==> config.mk <==
export PLATFORM = sky130hd
export DESIGN_NAME = adam_periph_spi_fifo
export DESIGN_NICKNAME = d
export VERILOG_FILES = /design/src/rtl/adam_periph_spi_pkg.sv /design/src/rtl/adam_periph_spi_fifo_q.sv /design/src/rtl/adam_periph_spi_fifo.sv
export SDC_FILE = /design/constraint.sdc
export NUM_CORES = 1
export LEC_CHECK = 0
export ABC_AREA = 1
export CAP_MARGIN = 20
export CORE_ASPECT_RATIO = 1.1
export CORE_MARGIN = 3
export CORE_UTILIZATION = 40
export DETAILED_ROUTE_END_ITERATION = 10
export PLACE_DENSITY_LB_ADDON = 0.2
export REMOVE_ABC_BUFFERS = 1
export SLEW_MARGIN = 20
export SYNTH_ARGS = -nofsm -noshare
export SYNTH_HDL_FRONTEND = slang
export SYNTH_SLANG_ARGS = --single-unit
==> constraint.sdc <==
create_clock -name clk -period 8.4 [get_ports clk]
set_input_delay 1.26 -clock clk [delete_from_list [all_inputs] [get_ports clk]]
set_output_delay 1.26 -clock clk [all_outputs]
set_load 0.01 [all_outputs]
==> src/rtl/adam_periph_spi_pkg.sv <==
// Shared types for the SPI FIFO peripheral: controller state encoding and
// the occupancy-width helper used by the queue and the top.
package adam_periph_spi_pkg;

  typedef enum logic [1:0] {
    RUN      = 2'd0,
    PAUSING  = 2'd1,
    PAUSED   = 2'd2,
    RESUMING = 2'd3
  } spi_state_e;

  // Occupancy counters need one bit beyond the address so "full" is representable.
  function automatic int level_width(input int depth);
    return $clog2(depth) + 1;
  endfunction

endpackage

==> src/rtl/adam_periph_spi_fifo_q.sv <==
// First-word-fall-through queue with synchronous flush, occupancy and
// full/empty flags. A push while full is only stored when a pop frees a slot.
module adam_periph_spi_fifo_q
  import adam_periph_spi_pkg::*;
#(
  parameter int DATA_WIDTH = 32,
  parameter int DEPTH      = 8,
  localparam int LW        = level_width(DEPTH)
) (
  input  logic                  clk,
  input  logic                  rst,
  input  logic                  flush,
  input  logic                  push,
  input  logic [DATA_WIDTH-1:0] push_data,
  input  logic                  pop,
  output logic [DATA_WIDTH-1:0] head,
  output logic [LW-1:0]         level,
  output logic                  full,
  output logic                  empty
);

  localparam int AW = $clog2(DEPTH);

  logic [DATA_WIDTH-1:0] mem [DEPTH];
  logic [AW:0]           wr_ptr_reg;
  logic [AW:0]           rd_ptr_reg;
  logic                  do_pop;
  logic                  do_push;

  // Pointers carry one wrap bit: equal low bits with differing wrap bits means full.
  assign empty   = (wr_ptr_reg == rd_ptr_reg);
  assign full    = (wr_ptr_reg[AW] != rd_ptr_reg[AW]) &&
                   (wr_ptr_reg[AW-1:0] == rd_ptr_reg[AW-1:0]);
  assign level   = wr_ptr_reg - rd_ptr_reg;
  assign do_pop  = pop && !empty;
  assign do_push = push && (!full || do_pop);

  always_ff @(posedge clk or negedge rst) begin
    if (!rst) begin
      wr_ptr_reg <= '0;
      rd_ptr_reg <= '0;
    end else if (flush) begin
      wr_ptr_reg <= '0;
      rd_ptr_reg <= '0;
    end else begin
      if (do_push) wr_ptr_reg <= wr_ptr_reg + 1'b1;
      if (do_pop)  rd_ptr_reg <= rd_ptr_reg + 1'b1;
    end
  end

  // Storage carries no reset; stale contents are unreachable once pointers clear.
  always_ff @(posedge clk) begin
    if (do_push && !flush) mem[wr_ptr_reg[AW-1:0]] <= push_data;
  end

  assign head = empty ? '0 : mem[rd_ptr_reg[AW-1:0]];

endmodule

==> src/rtl/adam_periph_spi_fifo.sv <==
// SPI PHY buffering: TX/RX FWFT queues plus a pause handshake controller.
// Optional threshold interrupt built when ADAM_PERIPH_SPI_FIFO_IRQ_EN is defined.
module adam_periph_spi_fifo
  import adam_periph_spi_pkg::*;
#(
  parameter int DATA_WIDTH = 32,
  parameter int DEPTH      = 8,
  localparam int LW        = level_width(DEPTH)
) (
  input  logic                  clk,
  input  logic                  rst,
  input  logic                  pause_req,
  output logic                  pause_ack,
  output logic                  phy_pause_req,
  input  logic                  phy_pause_ack,
  input  logic                  flush,
  input  logic [DATA_WIDTH-1:0] tx_data,
  input  logic                  tx_valid,
  output logic                  tx_ready,
  output logic [DATA_WIDTH-1:0] rx_data,
  output logic                  rx_valid,
  input  logic                  rx_ready,
  output logic [DATA_WIDTH-1:0] phy_tx,
  output logic                  phy_tx_valid,
  input  logic                  phy_tx_ready,
  input  logic [DATA_WIDTH-1:0] phy_rx,
  input  logic                  phy_rx_valid,
  output logic                  phy_rx_ready,
  output logic [LW-1:0]         tx_level,
  output logic [LW-1:0]         rx_level,
  output logic                  rx_overflow
`ifdef ADAM_PERIPH_SPI_FIFO_IRQ_EN
  ,
  input  logic [LW-1:0]         tx_thresh,
  input  logic [LW-1:0]         rx_thresh,
  output logic                  irq
`endif
);

  spi_state_e state_reg;
  spi_state_e state_next;
  logic       rst_done_reg;
  logic       offered_reg;
  logic       rx_overflow_reg;
  logic       flush_act;
  logic       tx_full;
  logic       tx_empty;
  logic       rx_full;
  logic       rx_empty;
  logic       rx_drop;

  assign flush_act    = flush && (state_reg == PAUSED);
  assign phy_rx_ready = 1'b1;
  assign rx_valid     = !rx_empty;
  // Reader not draining a full queue this cycle means the incoming word is lost.
  assign rx_drop      = phy_rx_valid && rx_full && !rx_ready;
  assign rx_overflow  = rx_overflow_reg;

  adam_periph_spi_fifo_q #(
    .DATA_WIDTH (DATA_WIDTH),
    .DEPTH      (DEPTH)
  ) u_tx_q (
    .clk       (clk),
    .rst       (rst),
    .flush     (flush_act),
    .push      (tx_valid && tx_ready),
    .push_data (tx_data),
    .pop       (phy_tx_valid && phy_tx_ready),
    .head      (phy_tx),
    .level     (tx_level),
    .full      (tx_full),
    .empty     (tx_empty)
  );

  adam_periph_spi_fifo_q #(
    .DATA_WIDTH (DATA_WIDTH),
    .DEPTH      (DEPTH)
  ) u_rx_q (
    .clk       (clk),
    .rst       (rst),
    .flush     (flush_act),
    .push      (phy_rx_valid),
    .push_data (phy_rx),
    .pop       (rx_ready),
    .head      (rx_data),
    .level     (rx_level),
    .full      (rx_full),
    .empty     (rx_empty)
  );

  always_ff @(posedge clk or negedge rst) begin
    if (!rst) begin
      state_reg       <= RUN;
      rst_done_reg    <= 1'b0;
      offered_reg     <= 1'b0;
      rx_overflow_reg <= 1'b0;
    end else begin
      state_reg    <= state_next;
      rst_done_reg <= 1'b1;
      // Remembers a PHY offer left pending so PAUSING keeps presenting it.
      offered_reg  <= phy_tx_valid && !phy_tx_ready;
      if (flush_act)    rx_overflow_reg <= 1'b0;
      else if (rx_drop) rx_overflow_reg <= 1'b1;
    end
  end

  always_comb begin
    state_next = state_reg;
    case (state_reg)
      RUN:      if (pause_req)                     state_next = PAUSING;
      PAUSING:  if (!offered_reg && phy_pause_ack) state_next = PAUSED;
      PAUSED:   if (!pause_req)                    state_next = RESUMING;
      RESUMING: if (!phy_pause_ack)                state_next = RUN;
      default:                                     state_next = RUN;
    endcase
  end

  always_comb begin
    tx_ready      = 1'b0;
    phy_tx_valid  = 1'b0;
    phy_pause_req = 1'b0;
    pause_ack     = 1'b0;
    case (state_reg)
      RUN: begin
        tx_ready     = rst_done_reg && !tx_full;
        phy_tx_valid = !tx_empty;
      end
      PAUSING: begin
        phy_tx_valid  = offered_reg;
        phy_pause_req = !offered_reg;
      end
      PAUSED: begin
        phy_pause_req = 1'b1;
        pause_ack     = 1'b1;
      end
      default: ;
    endcase
  end

`ifdef ADAM_PERIPH_SPI_FIFO_IRQ_EN
  logic irq_reg;

  always_ff @(posedge clk or negedge rst) begin
    if (!rst) begin
      irq_reg <= 1'b0;
    end else begin
      irq_reg <= (tx_level <= tx_thresh) ||
                 ((rx_thresh != '0) && (rx_level >= rx_thresh)) ||
                 rx_overflow_reg;
    end
  end

  assign irq = irq_reg;
`endif

endmodule

Yosys cells after proc, flatten, opt, wreduce, memory -nomap -nowiden

Memories as Yosys holds them, arrays and structs flattened.
Cells that the tools add are included.
Widths: inputs -> output; s select.

$add $sub $neg: 6
Equality and inequality tests: 13
Muxes and demuxes: 25
Reductions and logical operators: 33

Operator list:

| kind                | number |
|---|---|
| $mux 32             | 2 |
| $mux 4              | 8 |
| $add 4x1->4 const B | 4 |
| $logic_and 1x1->1   | 16 |
| $reduce_bool 2->1   | 5 |
| $eq 4x4->1          | 2 |
| $logic_not 1->1     | 8 |
| $mux 1              | 8 |
| $mux 2              | 4 |
| $ne 2x2->1 const B  | 4 |
| $pmux 2 s4          | 1 |
| $sub 4x4->4         | 2 |
| $eq 3x3->1          | 2 |
| $eq 2x2->1 const B  | 2 |
| $pmux 1 s2          | 2 |
| $reduce_and 4->1    | 1 |
| $eq 2x1->1 const B  | 1 |
| $logic_not 2->1     | 1 |
| $logic_or 1x1->1    | 2 |
| $ne 1x1->1          | 2 |

Register bits after elaboration: 21
Memory bits (writable): 512
Input bits: 73
Memories kept: 2

Memories:

| name       | words | width | rd ports | clocked after Yosys merged registers in | write ports | RTL line                     | source |
|---|---|---|---|---|---|---|---|
| u_rx_q.mem | 8     | 32    | 1        | 0                                       | 1           | adam_periph_spi_fifo_q.sv:24 | `logic [DATA_WIDTH-1:0] mem [DEPTH];` |
| u_tx_q.mem | 8     | 32    | 1        | 0                                       | 1           | adam_periph_spi_fifo_q.sv:24 |  |

Depth between registers and ports, before layout

Gate-level depths: netlist of run 1.

Word-level depth: 10
Mapped depth: 12
Gate-level depth less buffers: 9

Modules after synthesis

A second synthesis of run 1 with hierarchy kept.

Cell total of the unflattened synthesis: 2208
Area total of the unflattened synthesis: 23009.6 sq um

By module, submodules not included:

| module                          | times used | cells an instance | area each (sq um) | sequential area each (sq um) |
|---|---|---|---|---|
| adam_periph_spi_fifo_q (u_tx_q) | 1          | 1080              | 11342.1           | 7887.6 |
| adam_periph_spi_fifo_q (u_rx_q) | 1          | 1080              | 11320.9           | 7887.6 |
| adam_periph_spi_fifo            | 1          | 48                | 346.6             | 125.1 |

Least setup slack after synthesis of run 1

Ideal clock, no wire load.

Path type: register to register
Start: register u_rx_q.rd_ptr_reg[2]
End: memory u_rx_q.mem[7][0] (enable)
Data arrival time: 3.881 ns
Data required time: 7.939 ns
Setup slack: 4.058 ns
Stages on the path, launching flop included: 11
Buffers on the path: 3
Path through: dfrtp_1 -> clkbuf_1 -> buf_2 -> buf_1 -> inv_1 -> ha_1 -> nand3_1 -> nor2_1 -> nand2_1 -> nand2_2 -> nor3_1

Longest elaborated chain between the ends: 8
Elaborated cells between the ends (all ways): 11
Those cells by class: eq/ne: 2; mux: 2; reduce/logical: 7

RTL lines:

| what                                                        | RTL line                                                   | source |
|---|---|---|
| start, declared                                             | adam_periph_spi_fifo_q.sv:26                               | `logic [AW:0] rd_ptr_reg;` |
| start signal, assigned                                      | adam_periph_spi_fifo_q.sv:47                               | `if (do_pop) rd_ptr_reg <= rd_ptr_reg + 1'b1;` |
| $eq 4x4->1 / $eq 3x3->1 (equally long branches)             | adam_periph_spi_fifo_q.sv:31, adam_periph_spi_fifo_q.sv:33 |  |
| $logic_not 1->1 / $logic_and 1x1->1 (equally long branches) | adam_periph_spi_fifo_q.sv:35, adam_periph_spi_fifo_q.sv:32 |  |
| $logic_and 1x1->1 / $logic_not 1->1 (equally long branches) | adam_periph_spi_fifo_q.sv:35, adam_periph_spi_fifo_q.sv:36 |  |
| $logic_or 1x1->1 (*)                                        | adam_periph_spi_fifo_q.sv:36                               | `assign do_push = push && (!full \|\| do_pop);` |
| $logic_and 1x1->1 (*)                                       | adam_periph_spi_fifo_q.sv:36                               |  |
| $logic_and 1x1->1 (*)                                       | adam_periph_spi_fifo_q.sv:53                               | `if (do_push && !flush) mem[wr_ptr_reg[AW-1:0]] <= push_data;` |
| $mux 1 (*)                                                  | adam_periph_spi_fifo_q.sv:53                               |  |
| $mux 1 (implied by the code) (*)                            | adam_periph_spi_fifo_q.sv:53                               |  |
| end, declared                                               | adam_periph_spi_fifo_q.sv:24                               |  |

Mark *: on every way between the ends. The rest lies on a longest branch, timed or not.

Final worst setup path of run 1

Start: register u_rx_q.rd_ptr_reg[0]
End: output port rx_data[12]

Longest elaborated chain between the ends: 2
Elaborated cells between the ends (all ways): 3
Those cells by class: eq/ne: 1; mux: 1; memory: 1

RTL lines:

| what                                              | RTL line                     | source |
|---|---|---|
| $mem_v2 8x32 / $eq 4x4->1 (equally long branches) | n/a                          |  |
| $mux 32 (*)                                       | adam_periph_spi_fifo_q.sv:56 | `assign head = empty ? '0 : mem[rd_ptr_reg[AW-1:0]];` |
| end, declared                                     | adam_periph_spi_fifo.sv:20   | `output logic [DATA_WIDTH-1:0] rx_data,` |

Marked as above.

==> impl_results.md, run 1 <==
* Post-cts sizing count at 0
* HPWL after detailed placement at roughly 27000 um
* Max-slew violations at 0
* Final worst slack at approximately 2.8 ns
* Register area share after synthesis at between 70% and 80%
* Synth Area per Inst at approximately 12 um^2
* Fin Clk Skew at approximately 0.018 ns
* # Max-Cap Violations at 0
* Worst-path maximum fanout at 75
* HP Class: flip-flop to flip-flop
* Syn Inst Count at about 1700
* DP Cell Count at 2523
* Leakage at about 0.0087 uW
* Status: finished, final reports clean
* CP dominant cell by count: nor2_1
* Initial antenna violation count at 5
* DIE AREA at 57000 um^2
* Worst-path cell chain: clkinv_2 > buf_4 > o21ai_0 > o22ai_1 > nor2_1 > nor2_1 > clkdlybuf4s50_1
* CTS Buffer Depth at 3
* Worst path slowest cell: dfrtp_4
* Pre-antenna DRT Iters at 4
* CTS buffer count at 54
* Power Density at roughly 340 nW/um^2
* Flop pwr share at 38.0%
* Critical Path End Type: output pin
* Int Pwr at 5750 uW
* TritonCTS clock tree: built
* VDD IR max at about 0.24 mV
* Clock Root Buffer: clkbuf_16
* Critical Path RT at slightly above 7 ns
* #FFs+latches synth at between 500 and 600
* Chip width at between 200 and 250 um
* Distinct cells, synth at 35
* Sw Ratio at 34.2%
* Clock Power Share at between 20% and 30%
* Hold buffers post-CTS at 0
* Final worst-path cycle share at between 60% and 70%
* Layout cell share with drive strength beyond 1 at just over 7%
* Net switching power figure at 2990 uW
* DR WL/cell at 19.0 um
* # IOs at 152
* GPL Wtd Cong at about 0.77
* IO Port Bufs at 150
* Crit path launch type: flip-flop
* Minimum clock period at 5.57 ns
* Final wirelength at roughly 50000 um
* Crit Path Class: flip-flop to output pin
* Rows at between 80 and 90
* Largest net degree at the start of global routing at 102
* Least-Margin Pin Slew at 1.09 ns
* Initial DRC Count at 840
* Pre-CTS setup slack at about 3.5 ns
* Initial core utilization at around two fifths
* Fillers at between 4000 and 5000
* Post-route ant nets at 0
* First-pass GRT wire length at a little under 80000 um
* TNS Setup at 0 ns
* All-layer global routing usage at between 10% and 20%
* Final #Nets at roughly 1900
* Final hold viol count at 0
* Vias in the first global route at roughly 13000
* CTS HTree Levels at 2
* P&R area growth vs syn at 17.8%
* Fmax at roughly 180 MHz
* Remaining DRCs at 0
* RSZ-0062 raised after global routing: no
* Final setup viols at 0
* Later-pin clock latency in the skew report at 0.60 ns
* Vert. Die Dim at approximately 250 um
* Setup bufs post-CTS at 0
* Warnings, synthesis at 0
* Clk sinks at 533
* Relative slew slack at 27.2%
* Worst endpoint data arrival time at between 4 and 5 ns
* Comb pwr share at between 30% and 40%
* CORE AREA at roughly 53000 um^2
* Post-DR vias/cell at approximately 5.2
* Gr ovfl total at 0
* Synth Cell Area at roughly 22000 um^2
* Vias at about 14000
* Layout Cells excl Fill at around 2600
* CP peak stage delay at 0.92 ns
* Worst-path clk slew at about 0.060 ns
==> layout make-up <==
cell class / instances / area, um^2 / share of cell area, %
sequential: 533 / 15900 / 62.4
antenna: 2 / 5.00 / 0.0196
clock buffer: 68 / 1400 / 5.50
timing repair buffer: 178 / 1710 / 6.71
clock inverter: 30 / 310 / 1.22
multi-input combinational: 1061 / 5150 / 20.2
tap: 720 / 901 / 3.53
inverter: 31 / 120 / 0.471
==> cell families after synthesis <==
group                    Yosys count  synth area share (%)
flip-flops                       533                  73.4
AND/OR/NAND/NOR                  633                  11.3
adder cells (fa/ha/maj)           16                 0.994
buffers and inverters            140                  3.33
other                              1                0.0173
AO/OA/AOI/OAI                    399                  10.4
XOR/XNOR                          11                 0.480
==> cell usage after synthesis, drive strengths merged <==
| cell | number | share of area, % |
|---|---|---|
| a21oi | 6 | 0.14 |
| clkinv | 1 | 0.023 |
| inv | 30 | 0.52 |
| ha | 14 | 0.81 |
| xor2 | 8 | 0.36 |
| clkbuf | 47 | 0.83 |
| fa | 2 | 0.18 |
| nand3 | 28 | 0.65 |
| nand4 | 6 | 0.17 |
| edfxtp | 512 | 71 |
| nor3 | 1 | 0.023 |
| nand3b | 1 | 0.035 |
| o2111ai | 1 | 0.040 |
| nor2 | 475 | 8.3 |
| dfrtp | 21 | 2.4 |
| o211ai | 65 | 2.3 |
| a21boi | 1 | 0.035 |
| buf | 62 | 2.0 |
| conb | 1 | 0.017 |
| a31oi | 1 | 0.029 |
| nand2 | 121 | 2.1 |
| o22ai | 64 | 1.8 |
| or2 | 1 | 0.029 |
| xnor2 | 3 | 0.12 |
| o21ai | 261 | 6.0 |
==> layout by cell type, fill, tap and decap left out, types with 14 or more instances in the layout <==
| cell | netlist | final |
|---|---|---|
| o22ai_1 | 64 | 64 |
| nor2_4 | 0 | 15 |
| o21ai_1 | 38 | 38 |
| clkdlybuf4s50_1 | 0 | 150 |
| edfxtp_1 | 512 | 512 |
| o211ai_1 | 63 | 63 |
| clkbuf_1 | 44 | 14 |
| clkbuf_16 | 0 | 54 |
| ha_1 | 14 | 14 |
| inv_1 | 28 | 28 |
| nand2_1 | 118 | 118 |
| dfrtp_1 | 21 | 15 |
| nand3_1 | 28 | 28 |
| o21ai_0 | 223 | 223 |
| nor2_1 | 473 | 458 |
| buf_4 | 12 | 28 |
==> stage by stage <==
stage	power [uW]	utilization, %	cell area (um^2)	hold WS [ns]
after floorplan	4960	-	21000	0.503
after global placement	6490	44.9	23800	0.520
after detailed placement	6520	44.9	23800	0.515
after CTS	8870	48.2	25500	0.528
after global routing	9300	48.2	25500	0.552
final	8750	48.2	25500	0.526
==> worst max-delay path, delay by kind of cell (launching register included) <==
family | cells | cell delay (ns)
flip-flops | 1 | 0.92
buffers and inverters | 3 | 1.91
AO/OA/AOI/OAI | 2 | 0.45
AND/OR/NAND/NOR | 2 | 0.30
==> power groups by stage <==
stage | logic (uW) | clock network, uW | registers, uW
floorplan | 1520 | 0 | 3440
global placement | 3110 | 0 | 3380
detailed placement | 3140 | 0 | 3380
CTS | 3160 | 2390 | 3330
global route | 3450 | 2500 | 3350
finish | 3090 | 2330 | 3330
==> metal layers <==
metal | vias up | GRT usage (%) | routed length [um]
met5 | - | 0 | 34
met4 | 4 | 4.61 | 1090
met3 | 86 | 3.18 | 2290
met2 | 300 | 29.1 | 24400
met1 | 6799 | 23.0 | 22000
li1 | 6480 | - | -
==> worst paths after layout <==
path | slack, ns | start | end | cells after the start
worst max-delay path | 2.83 | u_rx_q.rd_ptr_reg[0]$_DFFE_PN0P_ | rx_data[12] | 7
worst min-delay path | 0.53 | rx_overflow$_DFFE_PN0P_ | rx_overflow$_DFFE_PN0P_ | 2
worst max register to register | 4.27 | u_rx_q.rd_ptr_reg[1]$_DFFE_PN0P_ | u_rx_q.mem[5][6]$_DFFE_PP_ | 12
worst min register to register | 0.53 | rx_overflow$_DFFE_PN0P_ | rx_overflow$_DFFE_PN0P_ | 2
max in group asynchronous | 7.12 | rst | u_rx_q.rd_ptr_reg[0]$_DFFE_PN0P_ | 2
min in group asynchronous | 1.02 | rst | u_tx_q.rd_ptr_reg[3]$_DFFE_PN0P_ | 2
Power figures use the tool's default switching activity.
==> run 2: changes to the inputs <==
==> constraint.sdc (replaced) <==
create_clock -name clk -period 4.9 [get_ports clk]
set_input_delay 0.735 -clock clk [delete_from_list [all_inputs] [get_ports clk]]
set_output_delay 0.735 -clock clk [all_outputs]
set_load 0.01 [all_outputs]
==> impl_results.md, run 2 (same netlist as run 1, synthesis figures left out) <==
* Status: finished, final reports clean
* Vert. Die Dim at roughly 250 um
* HP Class: primary input to async pin
* Pre-CTS setup slack at ~1.1 ns
* Hold slack at between 0.4 and 0.5 ns
* Critical Path RT at 4.16 ns
* Initial antenna violation count at 2
* # IOs at around 150
* First-pass GRT wire length at ~80000 um
* Final setup viols at 0
* Final wirelength at 51500 um
* Int Pwr at 9850 uW
* Vias at 13667
* Vias in the first global route at approximately 14000
* P&R area growth vs syn at 18.1%
* Final hold viol count at 0
* Clk sinks at 533
* Crit Path Class: flip-flop to output pin
* R2R cell count at 8
* Final worst-path cycle share at about nine tenths
* VDD IR max at roughly 0.44 mV
* Net switching power figure at approximately 5200 uW
* Layout Cells excl Fill at approximately 2600
* Most frequent cells in the layout: edfxtp_1 (512), nor2_1 (458), o21ai_0 (223), clkdlybuf4s50_1 (150), nand2_1 (118)
* Post-DR vias/cell at just over 5
* Critical Path End Type: output pin
* Max-slew violations at 0
* DIE AREA at 57000 um^2
* CTS Buffer Depth at 3
* Pwr Total at 15000 uW
* Pre-antenna DRT Iters at 5
* TNS Setup at 0 ns
* RR Endpoint: u_tx_q.mem[0][12]$_DFFE_PP_
* Largest net degree at the start of global routing at slightly above 100
* CTS HTree Levels at 2
* Rows at a little under 90
* Later-pin clock latency in the skew report at roughly 0.60 ns
* Remaining DRCs at 0
* Fin Clk Skew at between 0.02 and 0.025 ns
* GPL Wtd Cong at roughly 0.77
* CTS buffer count at 55
* Layout cell share with drive strength beyond 1 at 7.54%
* Worst r2r src: state_reg[0]$_DFFE_PN0P_
* Crit path launch type: flip-flop
* Post-cts sizing count at 0
* # Max-Cap Violations at 0
* All-layer global routing usage at ~18%
* Worst endpoint data arrival time at 3.66 ns
* DP Cell Count at about 2500
* Flop pwr share at 37.5%
* Worst-path clk slew at around 0.060 ns
* TritonCTS clock tree: built
* Reg2reg setup slack at roughly 1.7 ns
* DR WL/cell at around 20 um
* Final worst slack at approximately 0.51 ns
* Fmax at approximately 230 MHz
* Initial DRC Count at around 1000
* Critical Path Start: u_rx_q.rd_ptr_reg[0]$_DFFE_PN0P_
* Setup bufs post-CTS at 0
* Worst Setup EP: rx_data[6]
* Leading cell type in the layout, fill and taps excluded: edfxtp_1
* Clock Power Share at a little over a quarter
* Post-route ant nets at 0
* HPWL after detailed placement at ~28000 um
* Minimum clock period at roughly 4.4 ns
* Hold buffers post-CTS at 0
* Gr ovfl total at 0
* Comb pwr share at a little over a third
* Worst-path maximum fanout at 75
* IO Port Bufs at 150
* Leakage at 0.00873 uW
* Final #Nets at 1957
* Initial core utilization at around two fifths
* CORE AREA at around 53000 um^2
* Clock Root Buffer: clkbuf_16
* Sw Ratio at roughly a third
* Chip width at about 230 um
* Least-Margin Pin Slew at between 1 and 1.5 ns
* Relative slew slack at approximately a quarter
* Power Density at 587 nW/um^2
* RSZ-0062 raised after global routing: no
-- run 2: cell count changes in the layout (fill, tap and decap cells not counted), sizes merged --
cell	change
buf	+8
bufinv	-2
clkbuf	+2
clkinv	+1
clkinvlp	+1
diode	-1
inv	-1
-- run 2: worst min path at each step --
| stage | startpoint | end | cells after the start |
|---|---|---|---|
| after global routing | rst | offered_reg$_DFF_PN0_ | 2 |
| final | rst | rst_done_reg$_DFF_PN0_ | 2 |
| after CTS | rst | u_rx_q.wr_ptr_reg[3]$_DFFE_PN0P_ | 2 |
| after floorplan | rst | offered_reg$_DFF_PN0_ | 0 |
| after detailed placement | rx_overflow$_DFFE_PN0P_ | rx_overflow$_DFFE_PN0P_ | 2 |
| after global placement | rx_overflow$_DFFE_PN0P_ | rx_overflow$_DFFE_PN0P_ | 2 |
-- run 2: metrics by stage --
step           utilization, %  area [um^2]
2_1_floorplan               -        21000
3_3_place_gp             45.1        23900
3_5_place_dp             45.1        23900
4_1_cts                  48.3        25600
5_1_grt                  48.3        25600
6_report                 48.3        25600
-- run 2: power by group through the flow --
| stage | combinational [uW] | clock (uW) | sequential, uW |
|---|---|---|---|
| final | 5430 | 3950 | 5630 |
| after global routing | 6010 | 4220 | 5670 |
| after CTS | 5540 | 4060 | 5630 |
| after detailed placement | 5510 | 0 | 5720 |
| after global placement | 5480 | 0 | 5710 |
| after floorplan | 2610 | 0 | 5890 |
-- run 2: per-layer routing --
| metal | up-vias | share of wire [%] | track usage, % |
|---|---|---|---|
| met5 | - | 0.025 | 0 |
| met4 | 2 | 1.9 | 4.49 |
| met3 | 73 | 4.7 | 3.30 |
| met2 | 285 | 49 | 29.8 |
| met1 | 6807 | 45 | 24.1 |
| li1 | 6500 | - | - |
-- run 2: layout make-up --
cell class / count / area [um^2]
well taps: 720 / 901
multi-input cells: 1061 / 5150
clock buffers: 70 / 1450
clock inverters: 29 / 230
fillers: 4715 / 27400
diodes: 1 / 2.50
inverters: 31 / 120
repair buffers: 186 / 1810
flip-flops and latches: 533 / 15900
-- run 2: critical path: stages, from the launching register on --
cell	delay [ns]
dfrtp_4	0.69
clkinv_2	0.72
buf_12	0.46
o21ai_0	0.24
o211ai_1	0.18
nand2_1	0.12
nor2_1	0.06
clkdlybuf4s50_1	0.49
